[src/rtl/fighter_pkg.sv]
`default_nettype none
// ============================================================================
// fighter_pkg : shared state encodings, hit codes and sizing helpers
// Revision    : 1.0
// ============================================================================
package fighter_pkg;

  typedef enum logic [3:0] {
    ST_IDLE      = 4'd0,
    ST_MOVE_FWD  = 4'd1,
    ST_MOVE_BACK = 4'd2,
    ST_B_START   = 4'd3,
    ST_B_ACTIVE  = 4'd4,
    ST_B_PULL    = 4'd5,
    ST_D_START   = 4'd6,
    ST_D_ACTIVE  = 4'd7,
    ST_D_PULL    = 4'd8,
    ST_HITSTUN   = 4'd9,
    ST_BLOCKSTUN = 4'd10
  } state_e;

  localparam logic [1:0] HIT_NONE  = 2'b00;
  localparam logic [1:0] HIT_BASIC = 2'b01;
  localparam logic [1:0] HIT_DIR   = 2'b10;

  function automatic int max_of(input int a, input int b);
    return (a > b) ? a : b;
  endfunction

  // Timer holds duration-1, so clog2(max duration) bits always suffice.
  function automatic int timer_width(input int max_dur);
    return (max_dur > 1) ? $clog2(max_dur) : 1;
  endfunction

endpackage
`default_nettype wire

[src/rtl/fighter_ctrl_if.sv]
`default_nettype none
// ============================================================================
// fighter_ctrl_if : controls in / fighter status out for one fighter
// Revision        : 1.0
// ============================================================================
interface fighter_ctrl_if #(
  parameter int POS_W = 10
);
  logic             tick;
  logic             left;
  logic             right;
  logic             attack;
  logic [1:0]       hit_flag;
  logic             block_avail;
  logic [POS_W-1:0] posx;
  logic [3:0]       state;
  logic [1:0]       atk_active;
  logic             hit_taken;
  logic             block_used;

  modport master (
    output tick, left, right, attack, hit_flag, block_avail,
    input  posx, state, atk_active, hit_taken, block_used
  );

  modport slave (
    input  tick, left, right, attack, hit_flag, block_avail,
    output posx, state, atk_active, hit_taken, block_used
  );
endinterface
`default_nettype wire

[src/rtl/fighter_timer.sv]
`default_nettype none
// ============================================================================
// fighter_timer : loadable down-counter with zero flag for phase durations
// Revision      : 1.0
// ============================================================================
module fighter_timer #(
  parameter int WIDTH = 4
) (
  input  logic             clk,
  input  logic             rst,
  input  logic             load,
  input  logic             dec,
  input  logic [WIDTH-1:0] load_val,
  output logic             zero
);
  logic [WIDTH-1:0] cnt_r;

  always_ff @(posedge clk) begin
    if (rst) begin
      cnt_r <= '0;
    end else if (load) begin
      cnt_r <= load_val;
    end else if (dec && (cnt_r != '0)) begin
      cnt_r <= cnt_r - 1'b1;
    end
  end

  assign zero = (cnt_r == '0);
endmodule
`default_nettype wire

[src/rtl/fighter_ctrl.sv]
`default_nettype none
// ============================================================================
// fighter_ctrl : movement, attack phasing and hit/block response of a fighter
// Revision     : 1.0
// ============================================================================
module fighter_ctrl
  import fighter_pkg::*;
#(
  parameter int SIDE       = 0,
  parameter int POS_W      = 10,
  parameter int X_MIN      = 10,
  parameter int X_MAX      = 517,
  parameter int X_START    = (SIDE != 0) ? 427 : 100,
  parameter int SPD_FWD    = 3,
  parameter int SPD_BACK   = 2,
  parameter int B_STARTUP  = 5,
  parameter int B_ACTIVE   = 2,
  parameter int B_RECOVERY = 16,
  parameter int D_STARTUP  = 4,
  parameter int D_ACTIVE   = 3,
  parameter int D_RECOVERY = 15,
  parameter int HS_B       = 15,
  parameter int HS_D       = 14,
  parameter int BS_B       = 13,
  parameter int BS_D       = 12
) (
  input  logic          clk,
  input  logic          rst,
  fighter_ctrl_if.slave bus
);
  localparam int MAX_DUR = max_of(
      max_of(max_of(B_STARTUP, B_ACTIVE), max_of(B_RECOVERY, D_STARTUP)),
      max_of(max_of(D_ACTIVE, D_RECOVERY),
             max_of(max_of(HS_B, HS_D), max_of(BS_B, BS_D))));
  localparam int TW  = timer_width(MAX_DUR);
  localparam int PW1 = POS_W + 1;

  localparam logic [POS_W:0] LIM_LO   = PW1'(X_MIN);
  localparam logic [POS_W:0] LIM_HI   = PW1'(X_MAX);
  localparam logic [POS_W:0] AMT_FWD  = PW1'(SPD_FWD);
  localparam logic [POS_W:0] AMT_BACK = PW1'(SPD_BACK);
  localparam logic           FWD_UP   = (SIDE == 0) ? 1'b1 : 1'b0;

  state_e           state_r, state_n, move_state;
  logic [POS_W-1:0] posx_r, posx_n, posx_step;
  logic [1:0]       pend_r;
  logic             atk_prev_r, hit_taken_r, block_used_r;
  logic             hit_taken_n, block_used_n;
  logic             new_press, hit_pend, hit_in, toward, away;
  logic             timer_load, timer_dec, timer_zero;
  logic [TW-1:0]    timer_val;
  logic             step_up;
  logic [POS_W:0]   step_amt, px_ext, px_sum, px_dif;

  assign new_press = bus.attack & ~atk_prev_r;
  assign hit_pend  = (pend_r == HIT_BASIC) || (pend_r == HIT_DIR);
  assign hit_in    = (bus.hit_flag == HIT_BASIC) || (bus.hit_flag == HIT_DIR);
  assign toward    = (SIDE != 0) ? bus.left  : bus.right;
  assign away      = (SIDE != 0) ? bus.right : bus.left;

  always_comb begin
    move_state = ST_IDLE;
    if (bus.left && bus.right) move_state = ST_MOVE_BACK;
    else if (toward)           move_state = ST_MOVE_FWD;
    else if (away)             move_state = ST_MOVE_BACK;
  end

  // Saturating position step; one spare bit keeps the overflow test honest.
  assign step_up  = (state_r == ST_MOVE_FWD) ? FWD_UP : ~FWD_UP;
  assign step_amt = (state_r == ST_MOVE_FWD) ? AMT_FWD : AMT_BACK;
  assign px_ext   = {1'b0, posx_r};
  assign px_sum   = px_ext + step_amt;
  assign px_dif   = px_ext - step_amt;

  always_comb begin
    posx_step = posx_r;
    if (step_up) begin
      posx_step = (px_sum > LIM_HI) ? LIM_HI[POS_W-1:0] : px_sum[POS_W-1:0];
    end else begin
      posx_step = (px_ext < (LIM_LO + step_amt)) ? LIM_LO[POS_W-1:0] : px_dif[POS_W-1:0];
    end
  end

  always_comb begin
    state_n      = state_r;
    posx_n       = posx_r;
    hit_taken_n  = 1'b0;
    block_used_n = 1'b0;
    if (bus.tick) begin
      if (hit_pend && (state_r <= ST_D_PULL)) begin
        if ((state_r == ST_MOVE_BACK) && bus.block_avail) begin
          state_n      = ST_BLOCKSTUN;
          block_used_n = 1'b1;
        end else begin
          state_n     = ST_HITSTUN;
          hit_taken_n = 1'b1;
        end
      end else begin
        case (state_r)
          ST_IDLE: state_n = new_press ? ST_B_START : move_state;
          ST_MOVE_FWD, ST_MOVE_BACK: begin
            if (new_press) begin
              state_n = ST_D_START;
            end else begin
              state_n = move_state;
              if (move_state == state_r) posx_n = posx_step;
            end
          end
          ST_B_START:  if (timer_zero) state_n = ST_B_ACTIVE;
          ST_B_ACTIVE: if (timer_zero) state_n = ST_B_PULL;
          ST_D_START:  if (timer_zero) state_n = ST_D_ACTIVE;
          ST_D_ACTIVE: if (timer_zero) state_n = ST_D_PULL;
          ST_B_PULL, ST_D_PULL, ST_HITSTUN, ST_BLOCKSTUN: begin
            if (timer_zero) state_n = new_press ? ST_B_START : move_state;
          end
          default: state_n = ST_IDLE;
        endcase
      end
    end
  end

  // No timed state can re-enter itself, so any change of state means a fresh load.
  assign timer_load = bus.tick && (state_n != state_r);
  assign timer_dec  = bus.tick && (state_n == state_r);

  always_comb begin
    timer_val = '0;
    case (state_n)
      ST_B_START:   timer_val = TW'(B_STARTUP - 1);
      ST_B_ACTIVE:  timer_val = TW'(B_ACTIVE - 1);
      ST_B_PULL:    timer_val = TW'(B_RECOVERY - 1);
      ST_D_START:   timer_val = TW'(D_STARTUP - 1);
      ST_D_ACTIVE:  timer_val = TW'(D_ACTIVE - 1);
      ST_D_PULL:    timer_val = TW'(D_RECOVERY - 1);
      ST_HITSTUN:   timer_val = (pend_r == HIT_BASIC) ? TW'(HS_B - 1) : TW'(HS_D - 1);
      ST_BLOCKSTUN: timer_val = (pend_r == HIT_BASIC) ? TW'(BS_B - 1) : TW'(BS_D - 1);
      default:      timer_val = '0;
    endcase
  end

  fighter_timer #(.WIDTH(TW)) u_timer (
    .clk      (clk),
    .rst      (rst),
    .load     (timer_load),
    .dec      (timer_dec),
    .load_val (timer_val),
    .zero     (timer_zero)
  );

  always_ff @(posedge clk) begin
    if (rst) begin
      state_r      <= ST_IDLE;
      posx_r       <= POS_W'(X_START);
      pend_r       <= HIT_NONE;
      atk_prev_r   <= 1'b0;
      hit_taken_r  <= 1'b0;
      block_used_r <= 1'b0;
    end else begin
      hit_taken_r  <= hit_taken_n;
      block_used_r <= block_used_n;
      if (bus.tick) begin
        state_r    <= state_n;
        posx_r     <= posx_n;
        atk_prev_r <= bus.attack;
        // A hit arriving on a tick cycle waits for the following tick.
        pend_r     <= hit_in ? bus.hit_flag : HIT_NONE;
      end else if (hit_in) begin
        pend_r <= bus.hit_flag;
      end
    end
  end

  assign bus.posx       = posx_r;
  assign bus.state      = state_r;
  assign bus.atk_active = {state_r == ST_D_ACTIVE, state_r == ST_B_ACTIVE};
  assign bus.hit_taken  = hit_taken_r;
  assign bus.block_used = block_used_r;
endmodule
`default_nettype wire
[src/flat_wrapper.sv]
// flat-port wrapper written by rule: the top's interface ports become plain ports
module fighter_ctrl_flat import fighter_pkg::*;
#(
  parameter int SIDE       = 0,
  parameter int POS_W      = 10,
  parameter int X_MIN      = 10,
  parameter int X_MAX      = 517,
  parameter int X_START    = (SIDE != 0) ? 427 : 100,
  parameter int SPD_FWD    = 3,
  parameter int SPD_BACK   = 2,
  parameter int B_STARTUP  = 5,
  parameter int B_ACTIVE   = 2,
  parameter int B_RECOVERY = 16,
  parameter int D_STARTUP  = 4,
  parameter int D_ACTIVE   = 3,
  parameter int D_RECOVERY = 15,
  parameter int HS_B       = 15,
  parameter int HS_D       = 14,
  parameter int BS_B       = 13,
  parameter int BS_D       = 12
)
  (clk, rst, bus_tick, bus_left, bus_right, bus_attack, bus_hit_flag, bus_block_avail, bus_posx, bus_state, bus_atk_active, bus_hit_taken, bus_block_used);
  fighter_ctrl_if #(.POS_W(POS_W)) bus_i ();
  input  logic clk;
  input  logic rst;
  input wire logic [$bits(bus_i.tick)-1:0] bus_tick;
  input wire logic [$bits(bus_i.left)-1:0] bus_left;
  input wire logic [$bits(bus_i.right)-1:0] bus_right;
  input wire logic [$bits(bus_i.attack)-1:0] bus_attack;
  input wire logic [$bits(bus_i.hit_flag)-1:0] bus_hit_flag;
  input wire logic [$bits(bus_i.block_avail)-1:0] bus_block_avail;
  output wire logic [$bits(bus_i.posx)-1:0] bus_posx;
  output wire logic [$bits(bus_i.state)-1:0] bus_state;
  output wire logic [$bits(bus_i.atk_active)-1:0] bus_atk_active;
  output wire logic [$bits(bus_i.hit_taken)-1:0] bus_hit_taken;
  output wire logic [$bits(bus_i.block_used)-1:0] bus_block_used;
  assign bus_i.tick = bus_tick;
  assign bus_i.left = bus_left;
  assign bus_i.right = bus_right;
  assign bus_i.attack = bus_attack;
  assign bus_i.hit_flag = bus_hit_flag;
  assign bus_i.block_avail = bus_block_avail;
  assign bus_posx = bus_i.posx;
  assign bus_state = bus_i.state;
  assign bus_atk_active = bus_i.atk_active;
  assign bus_hit_taken = bus_i.hit_taken;
  assign bus_block_used = bus_i.block_used;
  fighter_ctrl #(.SIDE(SIDE), .POS_W(POS_W), .X_MIN(X_MIN), .X_MAX(X_MAX), .X_START(X_START), .SPD_FWD(SPD_FWD), .SPD_BACK(SPD_BACK), .B_STARTUP(B_STARTUP), .B_ACTIVE(B_ACTIVE), .B_RECOVERY(B_RECOVERY), .D_STARTUP(D_STARTUP), .D_ACTIVE(D_ACTIVE), .D_RECOVERY(D_RECOVERY), .HS_B(HS_B), .HS_D(HS_D), .BS_B(BS_B), .BS_D(BS_D)) u_core (.clk(clk), .rst(rst), .bus(bus_i));
endmodule
[config.mk]
export PLATFORM = sky130hd
export DESIGN_NAME = fighter_ctrl_flat
export DESIGN_NICKNAME = d
export VERILOG_FILES = /design/src/rtl/fighter_pkg.sv /design/src/rtl/fighter_ctrl_if.sv /design/src/rtl/fighter_timer.sv /design/src/rtl/fighter_ctrl.sv /design/src/flat_wrapper.sv
export SDC_FILE = /design/constraint.sdc
export NUM_CORES = 1
export LEC_CHECK = 0
export ABC_AREA = 1
export BUFFER_PORTS_ARGS = -buffer_cell sky130_fd_sc_hd__buf_4
export CORE_MARGIN = 4
export CORE_UTILIZATION = 55
export DETAILED_ROUTE_END_ITERATION = 10
export GPL_TIMING_DRIVEN = 0
export PLACE_DENSITY = 0.76
export REMOVE_ABC_BUFFERS = 1
export SYNTH_ARGS = -nofsm -noshare
export SYNTH_HDL_FRONTEND = slang
export SYNTH_SLANG_ARGS = --single-unit
[constraint.sdc]
create_clock -name clk -period 8.14 [get_ports clk]
set_clock_uncertainty 0.15 [all_clocks]
set_input_delay 0.814 -clock clk [delete_from_list [all_inputs] [get_ports clk]]
set_output_delay 0.814 -clock clk [all_outputs]
set_load 0.05 [all_outputs]
# Yosys cells after proc, flatten, opt, wreduce, memory -nomap -nowiden
# Index checks and enable logic that the tools add are counted.
# word_totals
ff_bits	23
inputBits	9
output_inout_bits	18
word_cells	90
# classes
n_addsub	4
n_lt_le_gt_ge	3
eq_ne	25
n_mux	29
bitwise	5
n_reduce_logical	17
# ops
cell	count
2-to-1 mux 4 bit	13
equality test 4 x 3 -> 1 bit, second input constant	8
one-hot mux 4 bit (8 select lines)	1
2-to-1 mux 10 bit	3
one-hot mux 4 bit (7 select lines)	1
equality test 4 bit, second input constant	6
equality test 4 x 2 -> 1 bit, second input constant	3
2-to-1 mux 2 bit	6
adder 10 x 11 -> 11 bit	1
adder 4 x 11 -> 11 bit, first input constant	1
> comparator 11 x 10 -> 1 bit, second input constant	1
less-than comparator 10 x 11 -> 1 bit	1
subtractor 10 bit	1
equality test 4 bit	2
logical NOT 4 bit	2
logical AND 1 bit	6
AND reduction 5 bit	1
equality test 2 x 1 -> 1 bit, second input constant	2
equality test 2 bit, second input constant	2
equality test 4 x 1 -> 1 bit, second input constant	1
<= comparator 4 bit, second input constant	1
2-to-1 mux 1 bit	4
!= test 4 bit	1
inverter 1 bit	4
9 further kinds	11

# Logic depth before layout (Yosys ltp)
# Gate-level depths: netlist of the first run.
# logic_depth
ltp_word	13
depth_mapped	22
ltp_nobuf	21

# By module
# From an unflattened synthesis of the first run, not the netlist that was laid out.
# hier_totals
hier_cells	376
hier_area_um2	2446.1
# modules_own_cells
module	n_inst	cells_per_inst	area_per_inst_um2	seq_area_each_um2
fighter_ctrl	1	335	2172.1	380.4
fighter_timer	1	41	274.0	80.1

# Least setup slack after synthesis of the first run
# OpenSTA, ideal clock, no wires.
# synth_path
path_type	reg2reg
startpoint	reg u_core.state_r[0], in the netlist u_core.bus.state[0]
endpoint	reg u_core.posx_r[6], in the netlist u_core.bus.posx[6]
setup_time_ns	0.123
arrival_time_ns	3.050
t_required_ns	7.867
setup_slack_ns	4.817
path_stages_with_launch	22
n_path_buf	1
period_less_slack_ns	3.323
cell_sequence	dfxtp_1 -> inv_2 -> nor2_1 -> nand2_1 -> inv_1 -> clkbuf_1 -> ha_1 -> inv_1 -> ha_1 -> inv_1 -> nand2_1 -> nor2_1 -> nand2_1 -> nor2_1 -> xor2_1 -> inv_1 -> nand4_1 -> nand2_1 -> nand2_1 -> nand2_1 -> o21ai_1 -> nand2_1
# synth_between
elab_chain_cells	6
word_cells_on_any_way	18
classes_between	3 x add/sub; 3 x order compare; 3 x eq/ne; 5 x mux; 1 x bitwise; 3 x reduce/logical
# synth_lines
item	line	text
start: declaration	fighter_ctrl.sv:44	state_e state_r, state_n, move_state;
start signal: assignment	fighter_ctrl.sv:162	state_r <= state_n;
equality test 4 x 1 -> 1 bit	fighter_ctrl.sv:69, fighter_ctrl.sv:70, fighter_ctrl.sv:99	
2-to-1 mux 1 bit	fighter_ctrl.sv:69, fighter_ctrl.sv:70	
adder 4 x 11 -> 11 bit or adder 10 x 11 -> 11 bit (tied branches)	fighter_ctrl.sv:80, fighter_ctrl.sv:72	
less-than comparator 10 x 11 -> 1 bit or > comparator 11 x 10 -> 1 bit (tied branches)	fighter_ctrl.sv:80, fighter_ctrl.sv:78	
2-to-1 mux 10 bit (on tied branches)	fighter_ctrl.sv:80, fighter_ctrl.sv:78	
2-to-1 mux 10 bit	fighter_ctrl.sv:77	if (step_up) begin
end signal: assignment	fighter_ctrl.sv:153	posx_r <= POS_W'(X_START);
end signal: assignment	fighter_ctrl.sv:163	posx_r <= posx_n;
end: declaration	fighter_ctrl.sv:45	logic [POS_W-1:0] posx_r, posx_n, posx_step;
# Several ways; a longest one is shown, not always the timed one.
# A chain may end at the register's enable or synchronous reset.

# Final worst setup path of the first run
# layout_path
startpoint	reg u_core.state_r[0], in the netlist u_core.bus.state[0]
endpoint	reg u_core.posx_r[5], in the netlist u_core.bus.posx[5]
# The elaborated chain is that of the path after synthesis.

==> results.py, run 1 <==
metrics = {
    "run_status": {
        "outcome": "finished, final reports clean",
    },
    "sta": {
        "finalWorstSetupSlack_ps": 4631,
        "final-hold-violation-count": 0,
        "tightestPinTransition_ps": 638.0,
        "period_share_pct": 43.10,
        "slew_headroom_pct": 57.11,
        "final-max-slew-violation-count": 0,
        "fmax_mhz": 285.0,
        "tns_ps": 0,
        "finalSetupViolCount": 0,
        "rsz0062_at_grt": "false",
        "min_period_ps": 3509,
    },
    "clock_tree": {
        "worstSkewPairLatency_ps": 260,
        "postCtsSetupRepairBufs": 0,
        "clkSlewWorstSetupHoldPaths_ps": 80,
        "ctsResizeCount": 0,
        "cts_root_buf": "clkbuf_8",
        "cts_buffers": 3,
        "cts_tree": "yes",
        "h-tree-depth": 1,
        "cts_hold_buf": 0,
        "clkSinkCount": 23,
        "clk_path_buf_depth": 2,
    },
    "synthesis": {
        "yosys_warnings": 0,
        "syn_inst": 366,
        "synth_area_leaders": "dfxtp_1 21%, nand2_1 16%, nor2_1 9.3%, inv_1 7.9%, nand3_1 7.1%",
        "synthTopCellsByCount": "91 x nand2_1, 54 x nor2_1, 46 x inv_1",
        "yosys.area.top_type": "dfxtp_1",
        "avgSynthCellArea_sq_um": 5.941,
        "synth_edf_count": 0,
        "yosys_register_bits": 23,
        "synth_area_sq_mm": 0.002175,
        "async_reset_ff_share_pct": 0,
        "yosysMostFrequentCell": "nand2_1",
        "ys_seq_area_share_pct": 21.17,
        "synth_cell_types": 36,
        "yosysTopAreaCellShare_pct": 21.17,
        "synth_ff_type": "dfxtp_1",
    },
    "critical_path": {
        "worst_setup_path_end_kind": "flip-flop",
        "worstPathArrival_ps": 3500,
        "crit_type": "reg2reg",
        "worstPathMaxFanout": 12,
        "setup.worst_path.start_class": "flip-flop",
        "required_ps": 8130,
    },
    "power": {
        "ir_worst_vdd_uv": 112.3,
        "powerDensity_mw_per_mm2": 192.7,
        "p_sw_w": 0.0002261,
        "p_leak_nw": 1.230,
        "pwr-share-comb_pct": 53.8,
        "clockPowerShare_pct": 15.4,
        "p_sw_share_pct": 47.91,
        "internal_power_w": 0.0002457,
        "seqPwrFrac_pct": 30.8,
    },
    "route": {
        "via_count": 2316,
        "dr.pass1.iters": 4,
        "wl_per_cell_microns": 12.26,
        "totalWireLength_mm": 5.372,
        "ant_nets": 0,
        "via_per_inst": 5.288,
        "drc": 0,
        "drtIter0Drc": 144,
    },
    "grt": {
        "grt_first_pass_wirelength_mm": 9.404,
        "grt_use_met1_pct": 28.32,
        "grt_overflow_total": 0,
        "met3_usage_pct": 2.131,
        "top_usage_layer": "met2",
        "antenna_found_initial": 0,
        "grt_pass1_vias": 2144,
        "grt_start_max_net_pins": 17,
        "use_met2_pct": 38.52,
        "grt_usage_pct": 22.22,
    },
    "floorplan": {
        "core_area_sq_mm": 0.003744,
        "start_util_pct": 58.09,
        "die_w_microns": 70.88,
        "fp-row-count": 22,
        "ios": 27,
        "dieArea_sq_mm": 0.005024,
        "die_h_microns": 70.88,
    },
    "cells_and_area": {
        "finish.utilization_pct": 65.41,
        "fin_cells": 438,
        "drive_gt1_share_pct": 15.64,
        "areaGrowthSynthToFinish_pct": 12.60,
        "regArea_sq_um": 460.4,
        "nets": 408,
        "multi_input_area_sq_mm": 0.001496,
        "fill_cells": 379,
        "num_antenna_cells": 0,
    },
    "place": {
        "gp_congestion": 0.9546,
        "io_buffers": 26,
        "place_hpwl_mm": 4.173,
        "dp.cells": 434,
        "pre_cts_slack_ps": 4707,
    },
    "flow_run": {
        "maxCapViolations": 0,
    },
    "hold_path": {
        "hold_path_class": "reg2reg",
    },
}
-- metrics by stage --
step | cell area (sq um) | total power [W] | hold WS [ps]
2_1_floorplan | 2148 | 0.0003441 | 358.6
3_3_place_gp | 2404 | 0.0003954 | 390.8
5_1_grt | 2449 | 0.0005185 | 423.1
3_5_place_dp | 2404 | 0.0003984 | 394.8
6_report | 2449 | 0.0004718 | 408.1
4_1_cts | 2449 | 0.0004740 | 410.5
-- critical path, stage by stage, from the launching register on --
cell     delay (ps)
dfxtp_1         440
inv_2           130
nor2_1          190
nand2_1         170
inv_1           340
ha_1            220
inv_1            70
ha_1            210
inv_1            60
nand2_1          80
nor2_1          150
nand2_1         110
nor2_1          190
xor2_1          210
inv_1            60
nand4_1          80
nand2_1         210
nand3_1         150
nand2_1          70
nand2_1          60
nand2_1          40
-- power groups by stage --
| stage | Sequential (W) | Clock (W) | Combinational (W) |
|---|---|---|---|
| after floorplan | 0.000159 | 0 | 0.000185 |
| after global placement | 0.000147 | 0 | 0.000248 |
| after detailed placement | 0.000147 | 0 | 0.000251 |
| after CTS | 0.000145 | 0.0000767 | 0.000252 |
| after global routing | 0.000148 | 0.0000815 | 0.000289 |
| final | 0.000145 | 0.0000728 | 0.000254 |
-- kinds of logic (layout without fill, tap and decap cells) --
group	after synthesis	after routing	synth area share, %
DFF	23	23	21.17
xor gates and xnor gates	13	13	5.236
and+or+nand+nor	212	212	45.05
AOI/OAI and AO/OA	53	53	13.92
adders and majority gates	8	8	4.603
buffers and inverters	57	81	10.01
-- worst paths after layout --
check                                                           from                                   end  slack (ps)  cells past startpoint
worst min register to register  u_core.u_timer.cnt_r[1]$_SDFFE_PP0P_  u_core.u_timer.cnt_r[1]$_SDFFE_PP0P_         410                      2
worst min-delay path            u_core.u_timer.cnt_r[1]$_SDFFE_PP0P_  u_core.u_timer.cnt_r[1]$_SDFFE_PP0P_         410                      2
worst max register to register      u_core.bus.state[0]$_SDFFE_PP0P_       u_core.bus.posx[5]$_SDFFE_PP1P_        4630                     20
worst max-delay path                u_core.bus.state[0]$_SDFFE_PP0P_       u_core.bus.posx[5]$_SDFFE_PP1P_        4630                     20
-- registers in the layout (all words and copies together), names as in the netlist --
| register | cells |
|---|---|
| u_core.bus.state | 4 |
| u_core.bus.posx | 10 |
| u_core.bus.hit_taken | 1 |
| u_core.pend_r | 2 |
| u_core.atk_prev_r | 1 |
| u_core.bus.block_used | 1 |
| u_core.u_timer.cnt_r | 4 |
-- cells in the final DEF (no fill, tap or decap), types with 9 or more instances in the layout --
cell,n
nor2_1,54
xor2_1,11
a21oi_1,19
nand2_1,91
nand2_2,9
o21ai_0,18
dfxtp_1,23
inv_1,46
nand3_1,31
buf_4,26
-- routing by layer --
layer	up-vias	routed length, microns
li1	1227	-
met1	1030	2512
met2	53	2598
met3	6	202
met4	0	59
met5	-	0
-- cell type report --
class                      count  share of cell area [%]
timing repair buffer          26                   7.971
clock buffer                   4                   1.840
tap                           48                   2.453
multi-input combinational    286                   61.11
inverter                      51                   7.818
sequential                    23                   18.80
No activity file was read; power rests on OpenSTA's default activity.
==> run 2: changes to the inputs <==
--- a/config.mk
+++ b/config.mk
@@ -5,13 +5,13 @@
 export SDC_FILE = /design/constraint.sdc
 export NUM_CORES = 1
 export LEC_CHECK = 0
-export ABC_AREA = 1
+export ABC_AREA = 0
 export BUFFER_PORTS_ARGS = -buffer_cell sky130_fd_sc_hd__buf_4
 export CORE_MARGIN = 4
-export CORE_UTILIZATION = 55
+export CORE_UTILIZATION = 53
 export DETAILED_ROUTE_END_ITERATION = 10
 export GPL_TIMING_DRIVEN = 0
-export PLACE_DENSITY = 0.76
+export PLACE_DENSITY = 0.77
 export REMOVE_ABC_BUFFERS = 1
 export SYNTH_ARGS = -nofsm -noshare
 export SYNTH_HDL_FRONTEND = slang
==> constraint.sdc (replaced) <==
create_clock -name clk -period 3 [get_ports clk]
set_clock_uncertainty 0.15 [all_clocks]
set_input_delay 0.3 -clock clk [delete_from_list [all_inputs] [get_ports clk]]
set_output_delay 0.3 -clock clk [all_outputs]
set_load 0.05 [all_outputs]
==> run 2 against run 1 <==
The flow now finishes with violations (negative setup slack). First-iteration DRC count up 65%. Wire length grew 5.6%. Die area increased by 1.4%. Register-to-register slack got worse by 4700 ps. Final cell count is 13% lower. Sequential cell count stayed put. Worst setup slack worse by 4700 ps. Critical endpoint is now u_core.bus.posx[3]$_SDFFE_PP0P_. Highest routed layer unchanged.
==> results.py, run 2 <==
metrics = {
    "hold_path": {
        "hold_path_class": "in2reg",
    },
    "grt": {
        "grt_start_max_net_pins": 23,
        "grt_overflow_total": 0,
        "grt_pass1_vias": 2073,
        "grt_first_pass_wirelength_mm": 9.308,
        "antenna_found_initial": 0,
        "grt_usage_pct": 21.78,
    },
    "cells_and_area": {
        "most-common-layout-cells": "45 x buf_4, 29 x nor2_1, 27 x nand2_1, 22 x a21oi_1, 19 x dfxtp_1",
        "largest_reg_flops": 10,
        "finish.utilization_pct": 70.97,
        "drive_gt1_share_pct": 26.89,
        "num_antenna_cells": 0,
        "areaGrowthSynthToFinish_pct": 25.68,
        "nets": 349,
        "final_common_cell": "buf_4",
    },
    "critical_path": {
        "worst_setup_path_end_kind": "flip-flop",
        "crit_chain": "nor3b_2, nand2b_1, clkinv_2, ha_4, inv_4, ha_4, and3b_2, and3_4, nand3_4, xnor2_4, o41ai_4, buf_4, nor4b_4, o21ai_1, a21oi_1",
        "critPathSlowestCell": "dfxtp_4",
        "crit_type": "reg2reg",
        "max_stage_delay_ps": 360,
        "worstPathArrival_ps": 3120,
        "setup.worst_path.start_class": "flip-flop",
        "required_ps": 3050,
        "worstPathMaxFanout": 6,
        "crit_path_frequent_cell": "ha_4",
    },
    "clock_tree": {
        "worstSkewPairLatency_ps": 270,
        "clk_path_buf_depth": 2,
        "h-tree-depth": 1,
        "cts_hold_buf": 0,
        "cts_buffers": 3,
        "cts_root_buf": "clkbuf_8",
        "cts_tree": "yes",
        "clkSinkCount": 23,
        "clkSlewWorstSetupHoldPaths_ps": 90,
    },
    "route": {
        "top_layer": "met4",
        "drtIter0Drc": 238,
        "wl_met3_microns": 319,
        "drc": 0,
        "via_count": 2304,
        "met1Wirelength_mm": 2.474,
        "via_per_inst": 6.079,
        "wl_per_cell_microns": 14.97,
        "ant_nets": 0,
        "dr.pass1.iters": 5,
        "wl_met2_mm": 2.809,
        "totalWireLength_mm": 5.673,
    },
    "sta": {
        "tns_ps": -134.8,
        "fin_hold_ws_ps": 149.2,
        "period_share_pct": 102.3,
        "rsz0062_at_grt": "true",
        "finalWorstSetupSlack_ps": -69.88,
        "final-max-slew-violation-count": 0,
        "fmax_mhz": 325.7,
        "tightestPinTransition_ps": 597.1,
        "finalSetupViolCount": 4,
        "min_period_ps": 3070,
        "slew_headroom_pct": 59.89,
        "final-hold-violation-count": 0,
    },
    "floorplan": {
        "dieArea_sq_mm": 0.005096,
        "die_h_microns": 71.39,
        "core_area_sq_mm": 0.003771,
        "die_w_microns": 71.39,
        "ios": 27,
        "fp-row-count": 22,
        "start_util_pct": 56.47,
    },
    "place": {
        "pre_cts_slack_ps": -1284,
        "io_buffers": 26,
        "gp_congestion": 0.8779,
        "place_hpwl_mm": 3.657,
    },
    "synthesis": {
        "async_reset_ff_share_pct": 0,
        "yosys_register_bits": 23,
        "yosysTopAreaCellShare_pct": 21.62,
        "synth_area_sq_mm": 0.002130,
        "avgSynthCellArea_sq_um": 7.075,
        "synth_edf_count": 0,
        "ys_seq_area_share_pct": 21.62,
        "syn_inst": 301,
        "synthTopCellsByCount": "29 x nor2_1, 28 x nand2_1, 24 x a21oi_1",
        "synth_cell_types": 61,
        "synth_area_leaders": "dfxtp_1 22%, a21oi_1 5.6%, nor2_1 5.1%, nand2_1 4.9%, ha_1 4.7%",
        "synth_ff_type": "dfxtp_1",
        "yosys_warnings": 0,
        "yosys.area.top_type": "dfxtp_1",
        "yosysMostFrequentCell": "nor2_1",
    },
    "run_status": {
        "outcome": "finished, violations left",
        "violations": "negative setup slack",
    },
    "flow_run": {
        "maxCapViolations": 0,
    },
    "power": {
        "p_leak_nw": 1.053,
        "ir_worst_vdd_uv": 203.3,
        "powerDensity_mw_per_mm2": 464.5,
        "total_power_w": 0.001243,
    },
}
-- run 2: changes by cell type after synthesis, sizes merged, moves of 5 or more --
cell | previous run | this run
a211oi | 0 | 6
nor3b | 0 | 5
nand2 | 102 | 28
mux2i | 0 | 6
nor3 | 3 | 11
xor2 | 11 | 1
nand3 | 34 | 11
clkbuf | 5 | 15
inv | 50 | 15
nand2b | 0 | 15
nor2 | 62 | 29
nor2b | 0 | 7
-- run 2: layout make-up --
| cell class | instances | area [sq um] |
|---|---|---|
| timing repair buffer | 46 | 349.1 |
| inverter | 16 | 63.81 |
| sequential | 23 | 475.5 |
| tap | 48 | 60.06 |
| clock inverter | 1 | 5.005 |
| multi-input combinational | 242 | 1682 |
| clock buffer | 3 | 41.29 |
| fill | 313 | 1095 |
-- run 2: worst paths after layout --
kind,startpoint,to,slack [ps],cells after the start
worst max-delay path,u_core.bus.state[1]$_SDFFE_PP0P_,u_core.bus.posx[3]$_SDFFE_PP0P_,-70,15
worst min-delay path,bus_attack,u_core.atk_prev_r$_SDFFE_PP0P_,150,3
worst max register to register,u_core.bus.state[1]$_SDFFE_PP0P_,u_core.bus.posx[3]$_SDFFE_PP0P_,-70,15
worst min register to register,u_core.atk_prev_r$_SDFFE_PP0P_,u_core.atk_prev_r$_SDFFE_PP0P_,380,2
-- run 2: repair_timing --
item,CTS,global route
pin swaps,6,16
endpoints found under the setup margin,12,13
cloned,0,0
resized for setup,24,24
setup buffers,11,9
-- run 2: cells by family after synthesis --
| family | synth area share [%] |
|---|---|
| AND/OR/NAND/NOR | 31.32 |
| AO/OA/AOI/OAI | 30.38 |
| buffers and inverters | 6.580 |
| flip-flops | 21.62 |
| adder cells (fa/ha/maj) | 4.701 |
| multiplexers | 3.349 |
| XOR/XNOR | 2.056 |
-- run 2: layer usage --
layer / track usage [%] / vias to the layer above
met5: 0 / -
met4: 6.889 / 0
met3: 2.665 / 9
met2: 37.04 / 70
met1: 28.56 / 1076
li1: - / 1149
-- run 2: metrics by stage --
stage	cells	instance area [sq um]
CTS	370	2504
global placement	355	2305
floorplan	281	2049
finish	379	2676
detailed placement	355	2305
global route	379	2676
-- run 2: critical path, delay by kind of cell (launching register included) --
family                   cells  cell delay (ps)
adder cells (fa/ha/maj)      2              300
AND/OR/NAND/NOR              6             1110
flip-flops                   1              360
XOR/XNOR                     1              170
AO/OA/AOI/OAI                3              580
buffers and inverters        3              310
-- run 2: power breakdown --
| group | internal, W | total, W | switching [W] |
|---|---|---|---|
| logic | 0.000283 | 0.000676 | 0.000393 |
| registers | 0.000337 | 0.000369 | 0.0000329 |
| clock network | 0.0000927 | 0.000198 | 0.000105 |
| total | 0.000712 | 0.00124 | 0.000531 |
